**src/rtl/tpu_mac.sv**
```systemverilog
// Signed MAC processing element for a systolic array: forwards A/B, accumulates A*B into C.
// Latency: 1 cycle from Ain/Bin/Cin to Aout/Bout/Cout; a new MAC may issue every enabled cycle.
// Backpressure: none; en=0 freezes every register and ignores all data inputs.
module tpu_mac #(
  parameter int BITS_AB = 8,
  parameter int BITS_C  = 16
) (
  input  logic                      clk,
  input  logic                      rst,
  input  logic                      en,
  input  logic                      WrEn,
  input  logic signed [BITS_AB-1:0] Ain,
  input  logic signed [BITS_AB-1:0] Bin,
  input  logic signed [BITS_C-1:0]  Cin,
  output logic signed [BITS_AB-1:0] Aout,
  output logic signed [BITS_AB-1:0] Bout,
  output logic signed [BITS_C-1:0]  Cout
);

  // Full-precision product of the live inputs (not the forwarded copies).
  logic signed [2*BITS_AB-1:0] prod;
  logic signed [BITS_C-1:0]    prod_ext;

  assign prod     = Ain * Bin;
  // Signed size cast sign-extends; also works when BITS_C == 2*BITS_AB.
  assign prod_ext = BITS_C'(prod);

  // Operand forwarding and accumulate/preload; reset wins over en and WrEn.
  always_ff @(posedge clk) begin
    if (rst) begin
      Aout <= '0;
      Bout <= '0;
      Cout <= '0;
    end else if (en) begin
      Aout <= Ain;
      Bout <= Bin;
      if (WrEn) Cout <= Cin;
      else      Cout <= Cout + prod_ext;  // wraps modulo 2^BITS_C
    end
  end

endmodule

```
**config.mk**
```make
export PLATFORM = sky130hd
export DESIGN_NAME = tpu_mac
export DESIGN_NICKNAME = d
export VERILOG_FILES = /design/src/rtl/tpu_mac.sv
export SDC_FILE = /design/constraint.sdc
export NUM_CORES = 1
export LEC_CHECK = 0
export ABC_AREA = 1
export BUFFER_PORTS_ARGS = -buffer_cell sky130_fd_sc_hd__clkbuf_2
export CORE_ASPECT_RATIO = 1.75
export CORE_MARGIN = 2
export CORE_UTILIZATION = 35
export CTS_BUF_LIST = sky130_fd_sc_hd__clkbuf_8
export CTS_CLUSTER_DIAMETER = 50
export CTS_CLUSTER_SIZE = 25
export DETAILED_ROUTE_END_ITERATION = 6
export GPL_TIMING_DRIVEN = 1
export SETUP_SLACK_MARGIN = 0.05
export SYNTH_ARGS = -nofsm -noshare
export SYNTH_HDL_FRONTEND = slang
export SYNTH_SLANG_ARGS = --single-unit
```
**constraint.sdc**
```tcl
create_clock -name clk -period 6.05 [get_ports clk]
set_input_delay 0.3025 -clock clk [delete_from_list [all_inputs] [get_ports clk]]
set_output_delay 0.3025 -clock clk [all_outputs]
set_load 0.005 [all_outputs]
```
# Word-level counts from Yosys, hierarchy flattened
# Index checks and enable logic that the tools add are counted.
op_classes:
  n_mul: 1
  n_mux: 1
  n_addsub: 1
ops:
  columns: ["op", "count"]
  rows:
  - ["adder 16 bit", 1]
  - ["multiplier 8 x 8 -> 16 bit", 1]
  - ["2-to-1 mux 16 bit", 1]
word_totals:
  word_cells: 6
  inputBits: 36
  output_inout_bits: 32
  regBits: 32

# Depth between registers and ports, before layout
# Gate-level depths: netlist of the first run.
depth:
  word_depth: 3
  mapped_depth: 24
  ltp_nobuf: 23

# Worst setup path before layout of the first run
# No wires, ideal clock.
synth_path:
  path_type: "in2reg"
  from: "in Bin[0]"
  to: "reg Cout[15]"
  slack_ps: 1640
  arrival_ps: 4295
  n_path_buf: 1
  required_ps: 5936
  path_stages: 21
  setup_time_ps: 114
  path_cell_list: "clkbuf_1 -> nand2_1 -> inv_1 -> fa_1 -> fa_1 -> fa_1 -> inv_1 -> fa_1 -> inv_1 -> ha_1 -> ha_1 -> nand2_1 -> inv_1 -> a21boi_1 -> nand2_1 -> nor2_1 -> inv_1 -> nand2_1 -> nand3_1 -> nand2_1 -> a21oi_2"
synth_between:
  elab_chain_len: 3
synth_lines:
  columns: ["element", "line_no", "source"]
  rows:
  - ["start, declared", "13", "input logic signed [BITS_AB-1:0] Bin,"]
  - ["multiplier 8 x 8 -> 16 bit", "24", "assign prod = Ain * Bin;"]
  - ["adder 16 bit", "38", "else Cout <= Cout + prod_ext;"]
  - ["2-to-1 mux 16 bit", "37", "if (WrEn) Cout <= Cin;"]
  - ["end signal, assigned", "37", null]
  - ["end signal, assigned", "38", null]
  - ["end, declared", "17", "output logic signed [BITS_C-1:0] Cout"]
# No other way between the ends.
# A chain may end at the register's enable or synchronous reset.

# Worst setup path after layout of the first run
layout_path:
  from: "in Bin[7]"
  to: "reg Cout[10]"
# The elaborated chain is that of the path after synthesis.

==> flow_summary_export.csv, run 1 <==
group,metric,value,unit
status,status,"finished, final reports clean",
die,core,12400,sq um
worst_setup_path,r2r_cells,17,
flow_run,maxCapViolCount,0,
yosys,yosys_warnings,0,
clock_network,cts.hold.buffers_added,0,
placement,hpwl,9.61,mm
routing,drc,0,
die,rows,54,
clock_network,cts_root_buf,"clkbuf_8",
clock_network,clk_latency,0.31,ns
hold_path,hp-class,"in -> reg",
power,power_density,551,nW/um^2
clock_network,postCtsSetupBuffers,0,
clock_network,h-tree-depth,2,
die,initial_utilization,0.359,
clock_network,cts_tree,"built",
global_routing,grt_pass1_wl,18.9,mm
yosys,synth.most_common_cell,"nand2_1",
die,die_w,89.3,um
die,io_pins,68,
worst_setup_path,r2r_end,"Cout[10]$_SDFFE_PP0P_",
clock_network,clk_pin_slew,0.08,ns
global_routing,overflow,0,
global_routing,grt.total_usage,0.181,
worst_setup_path,worst_setup_path_end_kind,"flip-flop",
routing,final_antenna_net_count,0,
die,fp.dieH,153,um
yosys,synth_nets,736,
worst_setup_path,r2r_slack,1.65,ns
routing,drt_pass1_iterations,4,
timing,tightest_slew,1.12,ns
yosys,ys_types,32,
power,p_leak,2.87,nW
hold_path,worstHoldStart,"Cin[7]",
power,irDropWorstVdd,0.370,mV
timing,slew_headroom,0.255,
yosys,synthCells,592,
routing,initialDrtViolationCount,130,
timing,hold-worst-slack,0.281,ns
yosys,synth-seq-cells,32,
timing,finalCriticalPeriod,4.49,ns
die,dieArea,13700,sq um
global_routing,grt_start_max_net_pins,36,
clock_network,post_cts_resized,0,
cells_and_area,syn_to_final_growth,11.6,%
timing,fin_crit_sh,0.743,
worst_setup_path,slowest_delay,0.50,ns
timing,finClkSkew,0.00213,ns
placement,numPortBuffers,67,
worst_setup_path,crit_chain,"clkbuf_2 -> clkinv_1 -> or2_2 -> fa_1 -> fa_1 -> inv_1 -> fa_1 -> fa_1 -> fa_1 -> ha_1 -> a21oi_1 -> o21ai_1 -> a21oi_1 -> or2_0 -> nand3_1 -> nand2_1 -> a21oi_2",
timing,tns,0,ns
routing,wl_per_cell,14.4,um
cells_and_area,final_area,4980,sq um
yosys,synth.area.top_cells,"fa_1, dfxtp_1, nand2_1",
yosys,async_flop_share,0,
timing,fmax,222,MHz
worst_setup_path,cp_data_required_time,6.24,ns
worst_setup_path,path_class,"in -> reg",
clock_network,numCtsBuffers,5,
global_routing,grt_pass1_vias,4086,
yosys,synth_enable_flop_cells,0,
cells_and_area,drive_gt1_frac,0.154,
yosys,netlist_area,4460,sq um
hold_path,min_to,"Cout[7]$_SDFFE_PP0P_",
timing,rsz0062_at_grt,"false",
yosys,synthTopCellsByCount,"nand2_1, inv_1, fa_1",
timing,timing_hold_violations_final,0,
yosys,synth_top_area_cell,"fa_1",
worst_setup_path,crit_arrival,4.69,ns
timing,slew_viol_final,0,
cells_and_area,diodes,0,
worst_setup_path,reg2reg_from,"Cout[6]$_SDFFE_PP0P_",
cells_and_area,nets,782,
yosys,syn_avg_cell_area,7.53,sq um
cells_and_area,fill_cells,1356,
timing,finalSetupViolCount,0,
worst_setup_path,startpoint_type,"input pin",
worst_setup_path,path_common_cell,"fa_1",
worst_setup_path,crit_slowest_cell,"fa_1",
yosys,synth_ff_type,"dfxtp_1",
yosys,seq_area_frac_synth,0.144,
global_routing,antenna_found_initial,0,
worst_setup_path,critPathMaxFanout,10,
routing,wl,11.6,mm
hold_path,min_path_cells,3,
routing,avgViaCountPerCell,4.75,
routing,vias,3830,
yosys,synth_top_area_share,0.319,
worst_setup_path,critPathLaunch,"Bin[7]",
placement,placed_area,4880,sq um
clock_network,cts.sinks,32,
placement,gp_congestion,0.866,
clock_network,cts_max_path_buffers,2,
## report_power, final
group | internal (mW) | switching (mW) | total (mW)
Clock | 0.102 | 0.0987 | 0.200
Combinational | 0.892 | 1.35 | 2.25
Sequential | 0.250 | 0.0490 | 0.299
## layout by cell type, fill, tap and decap left out, types with 6 or more instances in the layout
cell type and instances:
fa_1 71, nor2_1 52, ha_1 37, o211ai_1 8
nand2_1 141, nand3_1 24, a21oi_2 6, inv_2 7
o21ai_0 21, clkbuf_2 67, a21oi_1 16, clkbuf_8 7
inv_1 126, dfxtp_1 32
## metal layers
metal	share of wire	GRT usage
met4	0.032	0.0832
met3	0.028	0.0211
met5	0	0
met1	0.36	0.192
met2	0.58	0.340
## stage by stage
step            util  power [mW]  std cells  setup WS (ns)
2_1_floorplan      -        2.03        592           1.64
3_3_place_gp   0.393        2.52        799           1.30
3_5_place_dp   0.393        2.58        799           1.26
4_1_cts        0.401        2.79        806           1.58
5_1_grt        0.401        3.09        806           1.26
6_report       0.401        2.75        806           1.56
## critical path: cells and delay by family
| kind | cells | cell delay (ns) |
|---|---|---|
| fa+ha+maj | 6 | 2.73 |
| simple gates | 4 | 0.73 |
| compound gates | 4 | 0.53 |
| buf+inv | 3 | 0.38 |
## worst max-delay path by stage
stage	depth (start not counted)	slack, ns	end
final	17	1.56	Cout[10]$_SDFFE_PP0P_
after global routing	17	1.26	Cout[10]$_SDFFE_PP0P_
after CTS	17	1.58	Cout[10]$_SDFFE_PP0P_
after detailed placement	17	1.26	Cout[10]$_SDFFE_PP0P_
after global placement	17	1.30	Cout[10]$_SDFFE_PP0P_
after floorplan	21	1.64	Cout[15]$_SDFFE_PP0P_
## layout make-up
| cell class | instances | area (sq um) | share of cell area |
|---|---|---|---|
| Tap cell | 168 | 210 | 0.0422 |
| Clock buffer | 7 | 96.3 | 0.0193 |
| Timing Repair Buffer | 67 | 335 | 0.0673 |
| Multi-Input combinational cell | 398 | 3190 | 0.641 |
| Sequential cell | 32 | 641 | 0.129 |
| Inverter | 134 | 503 | 0.101 |
## state kept, by name, indices dropped and copies added (netlist names)
name	flops
Bout	8
Aout	8
Cout	16
## cells by family (layout without fill, tap and decap cells)
family	Yosys count	count (layout)	share of synthesized area
simple gates	227	227	0.205
buf+inv	162	208	0.140
fa+ha+maj	108	108	0.422
compound gates	60	60	0.0828
flops	32	32	0.144
xor+xnor	3	3	0.00589
Power figures use the tool's default switching activity.
==> run 2: changes to the inputs <==
==> constraint.sdc (replaced) <==
create_clock -name clk -period 4.31 [get_ports clk]
set_input_delay 0.2155 -clock clk [delete_from_list [all_inputs] [get_ports clk]]
set_output_delay 0.2155 -clock clk [all_outputs]
set_load 0.005 [all_outputs]
==> flow_summary_export.csv, run 2 (synthesis gave the netlist of run 1 again) <==
group,metric,value,unit
clock_network,cts_max_path_buffers,2,
cells_and_area,syn_to_final_growth,27.7,%
die,fp.dieH,153,um
clock_network,clk_latency,0.31,ns
worst_setup_path,worst_setup_path_end_kind,"flip-flop",
hold_path,hp-class,"in -> reg",
global_routing,grt_pass1_wl,19.8,mm
clock_network,h-tree-depth,2,
timing,rsz0062_at_grt,"true",
clock_network,clk_pin_slew,0.09,ns
die,io_pins,68,
placement,numPortBuffers,67,
routing,wl,12.4,mm
timing,finalSetupViolCount,0,
timing,tns,0,ns
worst_setup_path,critPathMaxFanout,6,
clock_network,numCtsBuffers,5,
cells_and_area,largest_reg_flops,16,
cells_and_area,top_register,"Cout",
worst_setup_path,startpoint_type,"input pin",
die,die_w,89.3,um
placement,hpwl,10.2,mm
power,p_leak,3.17,nW
power,irDropWorstVdd,1.01,mV
cells_and_area,nets,842,
worst_setup_path,cp_data_required_time,4.50,ns
timing,slew_headroom,0.286,
cells_and_area,final_cells,867,
cells_and_area,layout_common_cells,"nand2_1, inv_1, fa_1, clkbuf_2, buf_4",
routing,wl_per_cell,14.3,um
timing,finClkSkew,0.00616,ns
cells_and_area,diodes,0,
routing,met3_length,323,um
die,core,12400,sq um
routing,drt_pass1_iterations,5,
timing,slew_viol_final,0,
routing,final_antenna_net_count,0,
clock_network,cts.sinks,32,
status,status,"finished, final reports clean",
die,dieArea,13700,sq um
global_routing,overflow,0,
timing,finalCriticalPeriod,4.09,ns
global_routing,antenna_found_initial,0,
timing,timing_hold_violations_final,0,
global_routing,grt_pass1_vias,4346,
die,rows,54,
die,initial_utilization,0.359,
placement,dp.cells,856,
cells_and_area,final_common_cell,"nand2_1",
flow_run,maxCapViolCount,0,
placement,gp_congestion,0.901,
clock_network,cts_tree,"built",
clock_network,cts_root_buf,"clkbuf_8",
routing,top_layer,"met4",
cells_and_area,reg_top3,"Cout x16, Aout x8, Bout x8",
power,power_density,1000,nW/um^2
routing,met2_length,7.16,mm
routing,avgViaCountPerCell,4.67,
cells_and_area,final_util,0.458,
global_routing,grt_start_max_net_pins,36,
routing,drc,0,
global_routing,grt.total_usage,0.188,
cells_and_area,fill_cells,1303,
worst_setup_path,path_class,"in -> reg",
worst_setup_path,crit_arrival,4.28,ns
timing,tightest_slew,1.07,ns
routing,vias,4049,
timing,fin_crit_sh,0.948,
routing,initialDrtViolationCount,130,
timing,fmax,245,MHz
cells_and_area,drive_gt1_frac,0.282,
routing,wl_met1,4.48,mm
run 2: final timing paths:
kind	startpoint	slack (ns)	cells after the start	end
min	Cin[8]	0.19	3	Cout[8]$_SDFFE_PP0P_
max reg2reg	Cout[4]$_SDFFE_PP0P_	0.26	21	Cout[12]$_SDFFE_PP0P_
min reg2reg	Bout[0]$_SDFFE_PP0P_	0.51	2	Bout[0]$_SDFFE_PP0P_
max	Bin[2]	0.22	16	Cout[9]$_SDFFE_PP0P_
run 2: worst max-delay path: stages:
cell	delay (ns)
clkbuf_2	0.19
nand2_1	0.11
fa_1	0.52
fa_1	0.55
inv_1	0.06
fa_1	0.57
fa_1	0.46
fa_1	0.51
ha_4	0.31
nand2_2	0.08
buf_4	0.14
o21ai_2	0.17
xnor2_2	0.14
nand2_1	0.09
o211ai_2	0.10
a21oi_2	0.07
run 2: layer usage:
metal	up-vias	global-route usage
met2	77	0.361
met3	31	0.0200
met1	1969	0.195
li1	1972	-
met4	0	0.0775
met5	-	0
run 2: area by class of cell:
type | count | area, sq um | area share
Sequential cell | 32 | 643 | 0.113
Multi-Input combinational cell | 398 | 3440 | 0.603
Clock buffer | 5 | 68.8 | 0.0121
Inverter | 134 | 507 | 0.0889
Tap cell | 168 | 210 | 0.0369
Timing Repair Buffer | 127 | 792 | 0.139
Clock inverter | 3 | 38.8 | 0.00681
run 2: timing repair:
action | 4_1_cts | 5_1_grt
hold buffers | 0 | 0
resized for setup | 6 | 37
buffers inserted | 0 | 3
pin swaps | 4 | 29
setup endpoints to repair | 7 | 8
run 2: power by group:
| group | switching [mW] | internal, mW |
|---|---|---|
| clock network | 0.147 | 0.170 |
| logic | 2.52 | 2.47 |
| registers | 0.0638 | 0.352 |
| total | 2.73 | 2.99 |
run 2: stage by stage:
step                power, mW  instance area, sq um  worst slack [ns]  hold WS, ns
finish                   5.72                  5700             0.224        0.195
global route             6.29                  5700            0.0223        0.204
CTS                      4.79                  5460            0.0644        0.196
detailed placement       4.36                  5320            -0.178        0.492
global placement         4.31                  5320            -0.146        0.480
floorplan                2.84                  4470            0.0748        0.410
